### src/rtl/e203_exu_wbck_dual_pkg.sv
// Shared width constants for the dual-port write-back arbiter.
package e203_exu_wbck_dual_pkg;

  localparam int unsigned E203_XLEN         = 32;
  localparam int unsigned E203_RFIDX_WIDTH  = 5;
  localparam int unsigned LFIFO_CNT_W       = 3;

endpackage

### src/rtl/e203_exu_wbck_lfifo.sv
// Long-pipe write-back FIFO: circular buffer, push of 1, pop of 0/1/2,
// exposing the head and head+1 entries.
module e203_exu_wbck_lfifo
  import e203_exu_wbck_dual_pkg::*;
#(
  parameter int unsigned XLEN    = E203_XLEN,
  parameter int unsigned RFIDX_W = E203_RFIDX_WIDTH,
  parameter int unsigned DEPTH   = 2
) (
  input  logic                   clk,
  input  logic                   rst,
  input  logic                   push,
  input  logic [XLEN-1:0]        push_wdat,
  input  logic [RFIDX_W-1:0]     push_rdidx,
  input  logic [1:0]             pop_cnt,
  output logic                   head_vld,
  output logic [XLEN-1:0]        head_wdat,
  output logic [RFIDX_W-1:0]     head_rdidx,
  output logic                   head1_vld,
  output logic [XLEN-1:0]        head1_wdat,
  output logic [RFIDX_W-1:0]     head1_rdidx,
  output logic [LFIFO_CNT_W-1:0] cnt,
  output logic                   full
);

  localparam int unsigned PTR_W = (DEPTH > 2) ? 2 : 1;

  logic [PTR_W-1:0]       wptr_q, wptr_d, rptr_q, rptr_d, rptr1;
  logic [LFIFO_CNT_W-1:0] cnt_q, cnt_d;
  logic [XLEN-1:0]        dat_q [DEPTH];
  logic [XLEN-1:0]        dat_d [DEPTH];
  logic [RFIDX_W-1:0]     idx_q [DEPTH];
  logic [RFIDX_W-1:0]     idx_d [DEPTH];

  // Wrap at DEPTH so non-power-of-two depths work.
  function automatic logic [PTR_W-1:0] ptr_inc(input logic [PTR_W-1:0] p);
    return (p == PTR_W'(DEPTH - 1)) ? '0 : PTR_W'(p + 1'b1);
  endfunction

  always_comb begin
    dat_d  = dat_q;
    idx_d  = idx_q;
    wptr_d = wptr_q;
    rptr_d = rptr_q;
    rptr1  = ptr_inc(rptr_q);
    if (push) begin
      dat_d[wptr_q] = push_wdat;
      idx_d[wptr_q] = push_rdidx;
      wptr_d        = ptr_inc(wptr_q);
    end
    case (pop_cnt)
      2'd1:    rptr_d = rptr1;
      2'd2:    rptr_d = ptr_inc(rptr1);
      default: rptr_d = rptr_q;
    endcase
    cnt_d = LFIFO_CNT_W'(cnt_q + LFIFO_CNT_W'(push) - LFIFO_CNT_W'(pop_cnt));
  end

  always_ff @(posedge clk) begin
    if (rst) begin
      wptr_q <= '0;
      rptr_q <= '0;
      cnt_q  <= '0;
      dat_q  <= '{default: '0};
      idx_q  <= '{default: '0};
    end else begin
      wptr_q <= wptr_d;
      rptr_q <= rptr_d;
      cnt_q  <= cnt_d;
      dat_q  <= dat_d;
      idx_q  <= idx_d;
    end
  end

  assign head_vld    = (cnt_q != '0);
  assign head1_vld   = (cnt_q > LFIFO_CNT_W'(1));
  assign head_wdat   = dat_q[rptr_q];
  assign head_rdidx  = idx_q[rptr_q];
  assign head1_wdat  = dat_q[rptr1];
  assign head1_rdidx = idx_q[rptr1];
  assign cnt         = cnt_q;
  assign full        = (cnt_q == LFIFO_CNT_W'(DEPTH));

endmodule

### src/rtl/e203_exu_wbck_dual.sv
// Dual-port write-back arbiter: merges ALU lane 0/1 and the long-pipe FIFO
// into at most two registered register-file writes per cycle.
module e203_exu_wbck_dual
  import e203_exu_wbck_dual_pkg::*;
#(
  parameter int unsigned XLEN        = E203_XLEN,
  parameter int unsigned RFIDX_W     = E203_RFIDX_WIDTH,
  parameter int unsigned LFIFO_DEPTH = 2
) (
  input  logic               clk,
  input  logic               rst,
  input  logic               alu0_wbck_i_valid,
  output logic               alu0_wbck_i_ready,
  input  logic [XLEN-1:0]    alu0_wbck_i_wdat,
  input  logic [RFIDX_W-1:0] alu0_wbck_i_rdidx,
  input  logic               alu1_wbck_i_valid,
  output logic               alu1_wbck_i_ready,
  input  logic [XLEN-1:0]    alu1_wbck_i_wdat,
  input  logic [RFIDX_W-1:0] alu1_wbck_i_rdidx,
  input  logic               longp_wbck_i_valid,
  output logic               longp_wbck_i_ready,
  input  logic [XLEN-1:0]    longp_wbck_i_wdat,
  input  logic [RFIDX_W-1:0] longp_wbck_i_rdidx,
  output logic               wbck_dest_wen1,
  output logic [RFIDX_W-1:0] wbck_dest_idx1,
  output logic [XLEN-1:0]    wbck_dest_dat1,
  output logic               wbck_dest_wen2,
  output logic [RFIDX_W-1:0] wbck_dest_idx2,
  output logic [XLEN-1:0]    wbck_dest_dat2,
  output logic [2:0]         lfifo_cnt,
  output logic               longp_pend
);

  logic                   fifo_push, fifo_full;
  logic [1:0]             fifo_pop;
  logic                   h0_vld, h1_vld;
  logic [XLEN-1:0]        h0_dat, h1_dat;
  logic [RFIDX_W-1:0]     h0_idx, h1_idx;
  logic [LFIFO_CNT_W-1:0] fifo_cnt;

  logic [3:0]         cand_vld, slot_gnt;
  logic [RFIDX_W-1:0] cand_idx [4];
  logic [XLEN-1:0]    cand_dat [4];
  logic [1:0]         n_gnt;
  logic               g_alu0, g_alu1, g_h0, g_h1;
  logic               p1_vld, p2_vld;
  logic [RFIDX_W-1:0] p1_idx, p2_idx;
  logic [XLEN-1:0]    p1_dat, p2_dat;

  logic               wen1_q, wen1_d, wen2_q, wen2_d;
  logic [RFIDX_W-1:0] idx1_q, idx1_d, idx2_q, idx2_d;
  logic [XLEN-1:0]    dat1_q, dat1_d, dat2_q, dat2_d;

  assign longp_wbck_i_ready = (fifo_cnt < LFIFO_CNT_W'(LFIFO_DEPTH));
  assign fifo_push          = longp_wbck_i_valid & longp_wbck_i_ready;

  e203_exu_wbck_lfifo #(
    .XLEN    (XLEN),
    .RFIDX_W (RFIDX_W),
    .DEPTH   (LFIFO_DEPTH)
  ) u_lfifo (
    .clk         (clk),
    .rst         (rst),
    .push        (fifo_push),
    .push_wdat   (longp_wbck_i_wdat),
    .push_rdidx  (longp_wbck_i_rdidx),
    .pop_cnt     (fifo_pop),
    .head_vld    (h0_vld),
    .head_wdat   (h0_dat),
    .head_rdidx  (h0_idx),
    .head1_vld   (h1_vld),
    .head1_wdat  (h1_dat),
    .head1_rdidx (h1_idx),
    .cnt         (fifo_cnt),
    .full        (fifo_full)
  );

  // Priority list; a full FIFO moves its head to the front to avoid starvation.
  always_comb begin
    cand_vld = '0;
    slot_gnt = '0;
    n_gnt    = 2'd0;
    p1_vld   = 1'b0;
    p1_idx   = '0;
    p1_dat   = '0;
    p2_vld   = 1'b0;
    p2_idx   = '0;
    p2_dat   = '0;
    for (int i = 0; i < 4; i++) begin
      cand_idx[i] = '0;
      cand_dat[i] = '0;
    end
    if (fifo_full) begin
      cand_vld[0] = h0_vld;            cand_idx[0] = h0_idx;            cand_dat[0] = h0_dat;
      cand_vld[1] = alu0_wbck_i_valid; cand_idx[1] = alu0_wbck_i_rdidx; cand_dat[1] = alu0_wbck_i_wdat;
      cand_vld[2] = alu1_wbck_i_valid; cand_idx[2] = alu1_wbck_i_rdidx; cand_dat[2] = alu1_wbck_i_wdat;
    end else begin
      cand_vld[0] = alu0_wbck_i_valid; cand_idx[0] = alu0_wbck_i_rdidx; cand_dat[0] = alu0_wbck_i_wdat;
      cand_vld[1] = alu1_wbck_i_valid; cand_idx[1] = alu1_wbck_i_rdidx; cand_dat[1] = alu1_wbck_i_wdat;
      cand_vld[2] = h0_vld;            cand_idx[2] = h0_idx;            cand_dat[2] = h0_dat;
    end
    cand_vld[3] = h1_vld;
    cand_idx[3] = h1_idx;
    cand_dat[3] = h1_dat;

    for (int i = 0; i < 4; i++) begin
      if (cand_vld[i] && (n_gnt < 2'd2)) begin
        slot_gnt[i] = 1'b1;
        if (n_gnt == 2'd0) begin
          p1_vld = 1'b1;
          p1_idx = cand_idx[i];
          p1_dat = cand_dat[i];
        end else begin
          p2_vld = 1'b1;
          p2_idx = cand_idx[i];
          p2_dat = cand_dat[i];
        end
        n_gnt = n_gnt + 2'd1;
      end
    end
  end

  assign g_alu0 = fifo_full ? slot_gnt[1] : slot_gnt[0];
  assign g_alu1 = fifo_full ? slot_gnt[2] : slot_gnt[1];
  assign g_h0   = fifo_full ? slot_gnt[0] : slot_gnt[2];
  assign g_h1   = slot_gnt[3];

  assign alu0_wbck_i_ready = g_alu0;
  assign alu1_wbck_i_ready = g_alu1;
  assign fifo_pop          = 2'(g_h0) + 2'(g_h1);

  // Same-index pair: the younger (port 2) write wins; x0 is never written.
  always_comb begin
    wen1_d = p1_vld && (p1_idx != '0) && !(p2_vld && (p2_idx == p1_idx));
    wen2_d = p2_vld && (p2_idx != '0);
    idx1_d = p1_idx;
    dat1_d = p1_dat;
    idx2_d = p2_idx;
    dat2_d = p2_dat;
  end

  always_ff @(posedge clk) begin
    if (rst) begin
      wen1_q <= 1'b0;
      idx1_q <= '0;
      dat1_q <= '0;
      wen2_q <= 1'b0;
      idx2_q <= '0;
      dat2_q <= '0;
    end else begin
      wen1_q <= wen1_d;
      idx1_q <= idx1_d;
      dat1_q <= dat1_d;
      wen2_q <= wen2_d;
      idx2_q <= idx2_d;
      dat2_q <= dat2_d;
    end
  end

  assign wbck_dest_wen1 = wen1_q;
  assign wbck_dest_idx1 = idx1_q;
  assign wbck_dest_dat1 = dat1_q;
  assign wbck_dest_wen2 = wen2_q;
  assign wbck_dest_idx2 = idx2_q;
  assign wbck_dest_dat2 = dat2_q;
  assign lfifo_cnt      = fifo_cnt;
  assign longp_pend     = (fifo_cnt != '0);

endmodule

### config.mk
export PLATFORM = sky130hd
export DESIGN_NAME = e203_exu_wbck_dual
export DESIGN_NICKNAME = d
export VERILOG_FILES = /design/src/rtl/e203_exu_wbck_dual_pkg.sv /design/src/rtl/e203_exu_wbck_lfifo.sv /design/src/rtl/e203_exu_wbck_dual.sv
export SDC_FILE = /design/constraint.sdc
export NUM_CORES = 1
export LEC_CHECK = 0
export BUFFER_PORTS_ARGS = -buffer_cell sky130_fd_sc_hd__buf_2
export CORE_UTILIZATION = 52
export CTS_BUF_LIST = sky130_fd_sc_hd__clkbuf_4
export DETAILED_ROUTE_END_ITERATION = 8
export PLACE_DENSITY = 0.8
export SYNTH_ARGS = -nofsm -noshare
export SYNTH_HDL_FRONTEND = slang
export SYNTH_HIERARCHICAL = 1
export SYNTH_SLANG_ARGS = --single-unit
export TNS_END_PERCENT = 100
### constraint.sdc
create_clock -name clk -period 5.26 [get_ports clk]
set_clock_uncertainty 0.2 [all_clocks]
set_input_delay 0.263 -clock clk [delete_from_list [all_inputs] [get_ports clk]]
set_output_delay 0.263 -clock clk [all_outputs]
set_load 0.005 [all_outputs]
# ---- Word level (Yosys, flattened, before mapping)
# Index checks and enable logic that the tools add are counted.
dict set report op_classes {
  n_addsub 8
  multipliers 0
  div 0
  n_lt_le_gt_ge 9
  n_eq_ne 4
  shifts 0
  mux 73
  n_bitwise 4
  n_reduce_logical 16
}
# cell count
set ops {}
lappend ops {{two-way mux 32 bit} 20}
lappend ops {{two-way mux 5 bit} 20}
lappend ops {{two-way mux 96 bit} 1}
lappend ops {{bitwise mux 64 bit} 1}
lappend ops {{demux 32 bit (select 1 bit)} 1}
lappend ops {{two-way mux 1 bit} 23}
lappend ops {{two-way mux 15 bit} 1}
lappend ops {{bitwise mux 10 bit} 1}
lappend ops {{nonzero test 5 bit} 2}
lappend ops {{logical AND 1 bit} 8}
lappend ops {{>= comparator 2 bit, second input constant} 3}
lappend ops {{zero test 2 bit} 3}
lappend ops {{< comparator 2 bit, second input constant} 3}
lappend ops {{NOT 1 -> 2 bit} 3}
lappend ops {{demux 5 bit (select 1 bit)} 1}
lappend ops {{== test 5 bit} 1}
lappend ops {{adder 2 x 1 -> 2 bit, second input constant} 2}
lappend ops {{two-way mux 2 bit} 2}
lappend ops {{adder 1 bit, second input constant} 3}
lappend ops {{adder 3 x 1 -> 3 bit} 1}
lappend ops {{== test 3 x 2 -> 1 bit, second input constant} 1}
lappend ops {{> comparator 3 x 1 -> 1 bit, second input constant} 1}
lappend ops {{< comparator 3 x 2 -> 1 bit, second input constant} 1}
lappend ops {{two-way mux 3 bit} 1}
lappend ops {{other kinds (10)} 10}
dict set report word_totals {
  ff_bits 155
  latchBits 0
  ram_bits 0
  romBits 0
  inputBits 116
  output_inout_bits 83
  n_memories 0
}

# ---- Longest topological paths before layout
# Gate-level depths: netlist of the first run.
dict set report depth {
  depth_word 16
  mapped_depth 23
  mapped_depth_nobuf 18
}

# ---- By module
# The synthesis of the first run kept the hierarchy.
# mod instances cells_each area_per_inst_um2
set by_module_without_submodules {}
lappend by_module_without_submodules {e203_exu_wbck_dual 1 743 5666.7}
lappend by_module_without_submodules {e203_exu_wbck_lfifo 1 435 3703.6}

# ---- Least setup slack after synthesis of the first run
# OpenSTA, ideal clock, no wires.
dict set report synth_timing {
  kind {flip-flop to flip-flop}
  start {register u_lfifo.cnt_q[1], in the netlist u_lfifo/cnt[1]}
  end {register u_lfifo.cnt_q[2], in the netlist u_lfifo/cnt[2]}
  setup_time_ps 128
  arrival_time_ps 4696
  path_slack_ps 236
  stages_incl_launch_ff 23
  path_buffers 6
  synth_period_minus_slack_ps 5024
  path_cell_list {dfxtp_1 -> nor3b_1 -> buf_6 -> buf_2 -> buf_2 -> buf_2 -> clkbuf_1 -> clkbuf_1 -> a21oi_1 -> ha_1 -> nand4bb_1 -> nor2_1 -> a31oi_1 -> nand2_1 -> ha_1 -> ha_1 -> inv_1 -> ha_1 -> inv_1 -> fa_1 -> xor2_1 -> xnor2_1 -> nor2_1}
}
dict set report synth_via {
  elab_chain_cells 14
  word_cells_on_any_way 24
}
# item line
set synth_lines {}
lappend synth_lines {{start, declared} e203_exu_wbck_lfifo.sv:29} ;# logic [LFIFO_CNT_W-1:0] cnt_q, cnt_d;
lappend synth_lines {{start signal, assigned} e203_exu_wbck_lfifo.sv:69} ;# cnt_q <= cnt_d;
lappend synth_lines {{== test 3 x 2 -> 1 bit (*)} e203_exu_wbck_lfifo.sv:82} ;# assign full = (cnt_q == LFIFO_CNT_W'(DEPTH));
lappend synth_lines {{named net fifo_full} e203_exu_wbck_dual.sv:34} ;# logic fifo_push, fifo_full;
lappend synth_lines {{two-way mux 3 bit} e203_exu_wbck_dual.sv:93} ;# if (fifo_full) begin
lappend synth_lines {{two-way mux 1 bit} e203_exu_wbck_dual.sv:107} ;# if (cand_vld[i] && (n_gnt < 2'd2)) begin
lappend synth_lines {{< comparator 2 bit} e203_exu_wbck_dual.sv:107}
lappend synth_lines {{logical AND 1 bit} e203_exu_wbck_dual.sv:107}
lappend synth_lines {{two-way mux 2 bit} e203_exu_wbck_dual.sv:107}
lappend synth_lines {{< comparator 2 bit} e203_exu_wbck_dual.sv:107}
lappend synth_lines {{logical AND 1 bit} e203_exu_wbck_dual.sv:107}
lappend synth_lines {{two-way mux 2 bit} e203_exu_wbck_dual.sv:107}
lappend synth_lines {{< comparator 2 bit} e203_exu_wbck_dual.sv:107}
lappend synth_lines {{logical AND 1 bit} e203_exu_wbck_dual.sv:107}
lappend synth_lines {{two-way mux 1 bit} e203_exu_wbck_dual.sv:107}
lappend synth_lines {{adder 1 x 1 -> 2 bit (*)} e203_exu_wbck_dual.sv:130} ;# assign fifo_pop = 2'(g_h0) + 2'(g_h1);
lappend synth_lines {{named net fifo_pop[0]} e203_exu_wbck_dual.sv:35} ;# logic [1:0] fifo_pop;
lappend synth_lines {{subtractor 3 x 2 -> 3 bit (*)} e203_exu_wbck_lfifo.sv:56} ;# cnt_d = LFIFO_CNT_W'(cnt_q + LFIFO_CNT_W'(push) - LFIFO_CNT_W'(pop_cnt));
# The timed path passes the listed nets; every way through them passes the cells marked *.
# A chain may end at the register's enable or synchronous reset.

# ---- Final worst setup path of the first run
dict set report layout_timing {
  start {register u_lfifo.cnt_q[2], in the netlist u_lfifo/cnt[2]}
  end {register dat2_q[3], in the netlist wbck_dest_dat2[3]}
}
dict set report layout_via {
  elab_chain_cells 12
  word_cells_on_any_way 25
}
# item line
set layout_lines {}
lappend layout_lines {{nonzero test 3 bit (*)} e203_exu_wbck_lfifo.sv:75} ;# assign head_vld = (cnt_q != '0);
lappend layout_lines {{named net h0_vld} e203_exu_wbck_dual.sv:36} ;# logic h0_vld, h1_vld;
lappend layout_lines {{two-way mux 3 bit (*)} e203_exu_wbck_dual.sv:93}
lappend layout_lines {{two-way mux 1 bit} e203_exu_wbck_dual.sv:107}
lappend layout_lines {{< comparator 2 bit} e203_exu_wbck_dual.sv:107}
lappend layout_lines {{logical AND 1 bit} e203_exu_wbck_dual.sv:107}
lappend layout_lines {{two-way mux 2 bit} e203_exu_wbck_dual.sv:107}
lappend layout_lines {{< comparator 2 bit} e203_exu_wbck_dual.sv:107}
lappend layout_lines {{logical AND 1 bit} e203_exu_wbck_dual.sv:107}
lappend layout_lines {{two-way mux 2 bit} e203_exu_wbck_dual.sv:107}
lappend layout_lines {{< comparator 2 bit / zero test 2 bit (equally long branches)} {e203_exu_wbck_dual.sv:107, e203_exu_wbck_dual.sv:109}}
lappend layout_lines {{logical AND 1 bit / two-way mux 32 bit (equally long branches)} {e203_exu_wbck_dual.sv:107, e203_exu_wbck_dual.sv:109}}
lappend layout_lines {{two-way mux 32 bit (*)} e203_exu_wbck_dual.sv:107}
lappend layout_lines {{end signal, assigned} e203_exu_wbck_dual.sv:156} ;# dat2_q <= dat2_d;
lappend layout_lines {{end, declared} e203_exu_wbck_dual.sv:52} ;# logic [XLEN-1:0] dat1_q, dat1_d, dat2_q, dat2_d;
# Marks and branches as above.

==> results of run 1 <==
==> cell usage in the layout, fill, tap and decap left out, types with 3 or more instances in the layout <==
cell and count:
nor2_1 77, nand2b_1 4, o21ai_0 9, or3_1 3, clkinvlp_4 4, buf_4 19, nor3_1 35, a21oi_1 146
ha_1 7, a311o_1 3, clkbuf_4 19, a221oi_1 130, nand3b_1 3, and3_1 3, and2_1 5, xor2_1 3
nand2_1 227, a31oi_1 5, dfxtp_1 154, nand3_1 6, mux2i_1 37, o211ai_1 34, nor2b_1 9, dlygate4sd3_1 144
inv_1 11, a21boi_0 3, inv_6 3, buf_2 197, mux2_2 76
==> registers in the layout (all words and copies together), names as in the netlist <==
signal	cells
wbck_dest_dat2	32
wbck_dest_idx2	5
u_lfifo/wptr_q	1
u_lfifo/rptr_q	1
wbck_dest_idx1	5
u_lfifo/idx_q	10
u_lfifo/cnt	3
u_lfifo/dat_q	64
wbck_dest_dat1	32
wbck_dest_wen2	1
wbck_dest_wen1	1
==> routing by layer <==
layer  up-vias  global-route usage  wire length, um
met5         -                   0                0
met4         0              0.1963             1236
met3       121             0.08315             3644
met2       785              0.5674            15290
met1      5083              0.4331            12790
li1       4865                   -                -
==> critical path: cells and delay by family (launching register included) <==
| kind | cells | cell delay, ns |
|---|---|---|
| flops | 1 | 0.40 |
| compound gates | 4 | 1.05 |
| buf+inv | 4 | 1.57 |
| simple gates | 5 | 1.23 |
| fa+ha+maj | 1 | 0.36 |
==> area by class of cell <==
class	instances	area share
Timing Repair Buffer	360	0.2137
Antenna cell	1	0.0002081
Clock inverter	13	0.01165
Tap cell	225	0.02341
Inverter	13	0.004057
Multi-Input combinational cell	888	0.4769
Sequential cell	155	0.2583
Clock buffer	19	0.01186
==> report_power, final <==
group / switching [W] / internal, W / total (W)
Clock: 0.000470 / 0.000295 / 0.000765
Sequential: 0.000166 / 0.00148 / 0.00164
Combinational: 0.00209 / 0.00151 / 0.00360
Total: 0.00273 / 0.00328 / 0.00601
==> what timing repair did <==
item	CTS	global route
setup endpoints to repair	0	12
resized for setup	0	2
hold endpoints to repair	134	0
hold buffers	144	0
==> cell families (layout without fill, tap and decap cells) <==
group / after synthesis / count (layout) / synth area share
compound gates: 364 / 364 / 0.2721
xor+xnor: 5 / 5 / 0.004674
fa+ha+maj: 8 / 8 / 0.01148
buf+inv: 135 / 405 / 0.06329
flops: 155 / 155 / 0.3312
mux: 117 / 117 / 0.1383
other cells: 0 / 1 / 0
simple gates: 394 / 394 / 0.1789
==> worst min-delay path by stage <==
stage                               from                  to  slack (ns)  cells after the start
finish              alu0_wbck_i_wdat[10]  wbck_dest_dat2[10]        0.04                      5
global route        alu0_wbck_i_wdat[10]  wbck_dest_dat2[10]        0.04                      5
CTS                 alu1_wbck_i_wdat[23]  wbck_dest_dat2[23]       0.008                      5
detailed placement     u_lfifo/dat_q[55]   u_lfifo/dat_q[55]        0.26                      2
global placement        u_lfifo/dat_q[7]    u_lfifo/dat_q[7]        0.25                      2
floorplan           longp_wbck_i_wdat[0]    u_lfifo/dat_q[0]        0.20                      2
==> per-stage QoR <==
step | util | power, W
6_report | 0.6906 | 0.006007
5_1_grt | 0.6906 | 0.006378
4_1_cts | 0.6900 | 0.005854
3_5_place_dp | 0.5910 | 0.004815
3_3_place_gp | 0.5910 | 0.004751
2_1_floorplan | - | 0.003922
==> flow_summary.toml, run 1 <==
[synth]
synthesis.area_um2 = 9370
synthFlopType = "dfxtp_1"
yosysTopAreaCell = "dfxtp_1"
synth-edff-count = 0
synth_seq_cells = 155
syn_nets = 1302
synthCells = 1178
synth_top_area_frac = 0.3312
synth_cell_type_count = 72
synthTopCellsByArea = "dfxtp_1, a221oi_1, mux2_2"
postSynthAreaPerCell_um2 = 7.954
yosys.cell_count.top_type = "nand2_1"
async_flop_share = 0
synth_common_cells = "nand2_1, dfxtp_1, a21oi_1"
ys_seq_area_frac = 0.3312
ys_warn_count = 6

[timing]
fin_crit_sh = 0.9470
fmax_mhz = 200.8
worst_pin_slew_ns = 1.235
hold_viol = 0
slew_headroom = 0.1746
fin_crit_ns = 4.981
rsz0062_at_grt = "no"
setup_ws_ns = 0.2788
finalSetupViolations = 0
slew_viol_final = 0
fin_setup_tns_ns = 0
whs_ns = 0.03830

[floorplanning]
die_w_um = 136.2
die_area_um2 = 18560
start_util = 0.5380
row_count = 48
core_area_um2 = 17420
die_h_um = 136.2
num_io_pins = 199

[cells_and_area]
multi_input_area_um2 = 5736
regArea_um2 = 3107
syn2layout_area_growth_pct = 28.36
fin_cells = 1674
num-nets-final = 1559
stdcell_area_um2 = 12030
drive_gt1_frac = 0.2390
n_fill_cell = 1456

[routing]
via_per_inst = 6.484
vias = 10850
firstDrtPassIters = 6
drt-initial-drc-count = 1239
post_drt_wl_per_cell_um = 19.69
routed_wirelength_um = 32960
drc = 0
antenna_left = 0

[flow_run]
maxCapViolCount = 0

[pwr]
power.density_nw_per_um2 = 499.4
leakagePower_nw = 4.794
ir_drop_v = 0.0003061

[placed_design]
dpl_cell_area_um2 = 10290
dpl.hpwl_um = 18210
gp_congestion = 0.9440
port_buffers = 198
dp.cells = 1497
pre_cts_slack_ns = 0.7581

[clock_tree]
cts_made_buffers = 17
cts_tree = "yes"
clockBufferDepth = 2
clkSinkCount = 155
path_clk_slew_ns = 0.14
post_cts_buffers = 0
clkLatencyLatePin_ns = 0.58
cts-root-buf = "clkbuf_4"
htreeDepth = 4

[worst_setup_path]
crit_path_start = "u_lfifo/cnt[2]"
worstPathCellList = "or3_2, and2_1, a21oi_1, inv_1, ha_1, or2_1, o211a_4, buf_4, a221oi_1, dlygate4sd3_1, nor3_1, dlygate4sd3_1, a21oi_1, nor2_1"
start_kind = "flip-flop"
endpoint = "wbck_dest_dat2[3]"
max_stage_delay_ns = 0.60
reg2regPathDepth = 14
cp-end-kind = "flip-flop"
cp_slowest_cell = "dlygate4sd3_1"
required_ns = 5.48
r2r_slack_ns = 0.28
arrival_ns = 5.20
reg2reg_from = "u_lfifo/cnt[2]"
r2r_end = "wbck_dest_dat2[3]"
worstPathMaxFanout = 38
critical_path_class = "reg2reg"

[grt]
antenna_found_initial = 1
grt_use_total = 0.3533
grt_pass1_vias = 10490
grt_max_degree = 102
grt_overflow = 0
grt_pass1_wl_um = 51630

[worst_hold_path]
worst_hold_path_type = "in2reg"

[outcome]
status = "finished clean"
Note: power is estimated with default switching activity, not from simulation.
==> run 2, diff against run 1 <==
--- a/config.mk
+++ b/config.mk
@@ -9,6 +9,7 @@
 export CORE_UTILIZATION = 52
 export CTS_BUF_LIST = sky130_fd_sc_hd__clkbuf_4
 export DETAILED_ROUTE_END_ITERATION = 8
+export MAX_ROUTING_LAYER = met4
 export PLACE_DENSITY = 0.8
 export SYNTH_ARGS = -nofsm -noshare
 export SYNTH_HDL_FRONTEND = slang
==> flow_summary.toml, run 2 (synthesized netlist as in run 1, its figures left out) <==
[timing]
fin_crit_sh = 0.9404
rsz0062_at_grt = "no"
fmax_mhz = 202.2
slew_viol_final = 0
slew_headroom = 0.1843
fin_crit_ns = 4.947
hold_viol = 0
fin_setup_tns_ns = 0
finalSetupViolations = 0
worst_pin_slew_ns = 1.221

[floorplanning]
die_w_um = 136.2
start_util = 0.5380
core_area_um2 = 17420
die_h_um = 136.2
num_io_pins = 199
row_count = 48
die_area_um2 = 18560

[placed_design]
port_buffers = 198
gp_congestion = 0.9546
dpl.hpwl_um = 18140

[routing]
firstDrtPassIters = 9
drc = 0
vias = 10870
drt-initial-drc-count = 1388
post_drt_wl_per_cell_um = 19.91
routed_wirelength_um = 33230
via_per_inst = 6.515
antenna_left = 0

[worst_setup_path]
max_stage_delay_ns = 0.61
cp.buffers_inverters = 5
worstPathMaxFanout = 38
worstPathCellList = "nor3b_2, buf_4, and2_1, a21oi_1, inv_1, ha_1, or2_1, o211a_4, buf_4, a221oi_1, dlygate4sd3_1, nor3_1, dlygate4sd3_1, a21oi_1, nor2_1"
cp_slowest_cell = "dlygate4sd3_1"
start_kind = "flip-flop"
critical-path-top-delay-family = "buffers and inverters"
cp-end-kind = "flip-flop"
arrival_ns = 5.28
critical_path_class = "reg2reg"
required_ns = 5.59

[grt]
grt_max_degree = 82
grt_pass1_wl_um = 51390
grt_pass1_vias = 10330
grt_overflow = 0
grt_use_total = 0.3626
antenna_found_initial = 1

[cells_and_area]
top_register = "u_lfifo/dat_q"
syn2layout_area_growth_pct = 27.99
final_cell_mix = "nand2_1, buf_2, dfxtp_1"
drive_gt1_frac = 0.2406
postLayoutCoreUtil = 0.6886
num-nets-final = 1553
largest_register_ff_count = 64
layout_commonest_cell = "nand2_1"

[clock_tree]
htreeDepth = 4
clkLatencyLatePin_ns = 0.58
clkSinkCount = 155
clockBufferDepth = 2
cts_tree = "yes"
path_clk_slew_ns = 0.16
cts_made_buffers = 17
post_cts_buffers = 0
cts-root-buf = "clkbuf_4"

[outcome]
status = "finished clean"

[pwr]
power_w = 0.006050
leakagePower_nw = 4.774
power.density_nw_per_um2 = 504.4
ir_drop_v = 0.0003543

[worst_hold_path]
worst_hold_path_type = "in2reg"

[flow_run]
maxCapViolCount = 0
-- run 2: changes by cell type in the layout (fill, tap and decap cells not counted) --
cell | previous run | this run
bufinv_16 | 2 | 3
inv_4 | 1 | 0
diode_2 | 1 | 2
clkinvlp_4 | 4 | 3
inv_6 | 3 | 4
dlygate4sd3_1 | 144 | 137
buf_4 | 19 | 20
-- run 2: final timing paths --
kind	slack, ns	endpoint	depth (start not counted)	from
setup / recovery	0.31	wbck_dest_dat2[7]	15	u_lfifo/cnt[1]
hold / removal	0.02	wbck_dest_dat1[14]	5	alu1_wbck_i_wdat[14]
setup reg to reg	0.31	wbck_dest_dat2[7]	15	u_lfifo/cnt[1]
hold reg to reg	0.27	u_lfifo/idx_q[2]	2	u_lfifo/idx_q[2]
-- run 2: power breakdown --
| group | leakage, nW | total [W] | internal (W) | switching (W) |
|---|---|---|---|---|
| clock network | 0.158 | 0.000821 | 0.000344 | 0.000477 |
| registers | 1.27 | 0.00164 | 0.00148 | 0.000164 |
| logic | 3.35 | 0.00359 | 0.00148 | 0.00211 |
| total | 4.77 | 0.00605 | 0.00330 | 0.00275 |
-- run 2: worst register-to-register path: stages (launching register included) --
cell	delay, ns
dfxtp_1	0.46
nor3b_2	0.20
buf_4	0.22
and2_1	0.20
a21oi_1	0.07
inv_1	0.09
ha_1	0.45
or2_1	0.37
o211a_4	0.46
buf_4	0.51
a221oi_1	0.16
dlygate4sd3_1	0.61
nor3_1	0.17
dlygate4sd3_1	0.58
a21oi_1	0.04
nor2_1	0.11
-- run 2: per-stage QoR --
stage	setup slack [ns]	instance area (um2)	hold WS, ns	cells
after floorplan	0.2361	9370	0.1990	1178
after global placement	1.075	10300	0.2522	1498
after detailed placement	0.9067	10300	0.2580	1498
after CTS	0.2068	11980	0.004427	1667
after global routing	0.1008	11990	0.02180	1669
final	0.3133	11990	0.01661	1669
-- run 2: final cells by class --
type,count,area (um2)
antenna,2,5.005
clock buffer,19,142.6
clock inverter,13,165.2
fill,1389,5424
inverter,13,48.80
multi-input combinational,888,5736
sequential,155,3107
tap,225,281.5
timing repair buffer,354,2507
-- run 2: layer usage --
metal  vias up  global-route usage  routed length, um
met4         0              0.1704               1246
met1      5032              0.4409              12720
met5         -                   -                  0
met3       150             0.07383               3793
li1       4850                   -                  -
met2       842              0.5730              15470
-- run 2: what timing repair did --
item | 4_1_cts | 5_1_grt
hold buffers | 137 | 0
endpoints found under the hold margin | 135 | 0
setup endpoints to repair | 0 | 8
gates resized for setup | 0 | 2
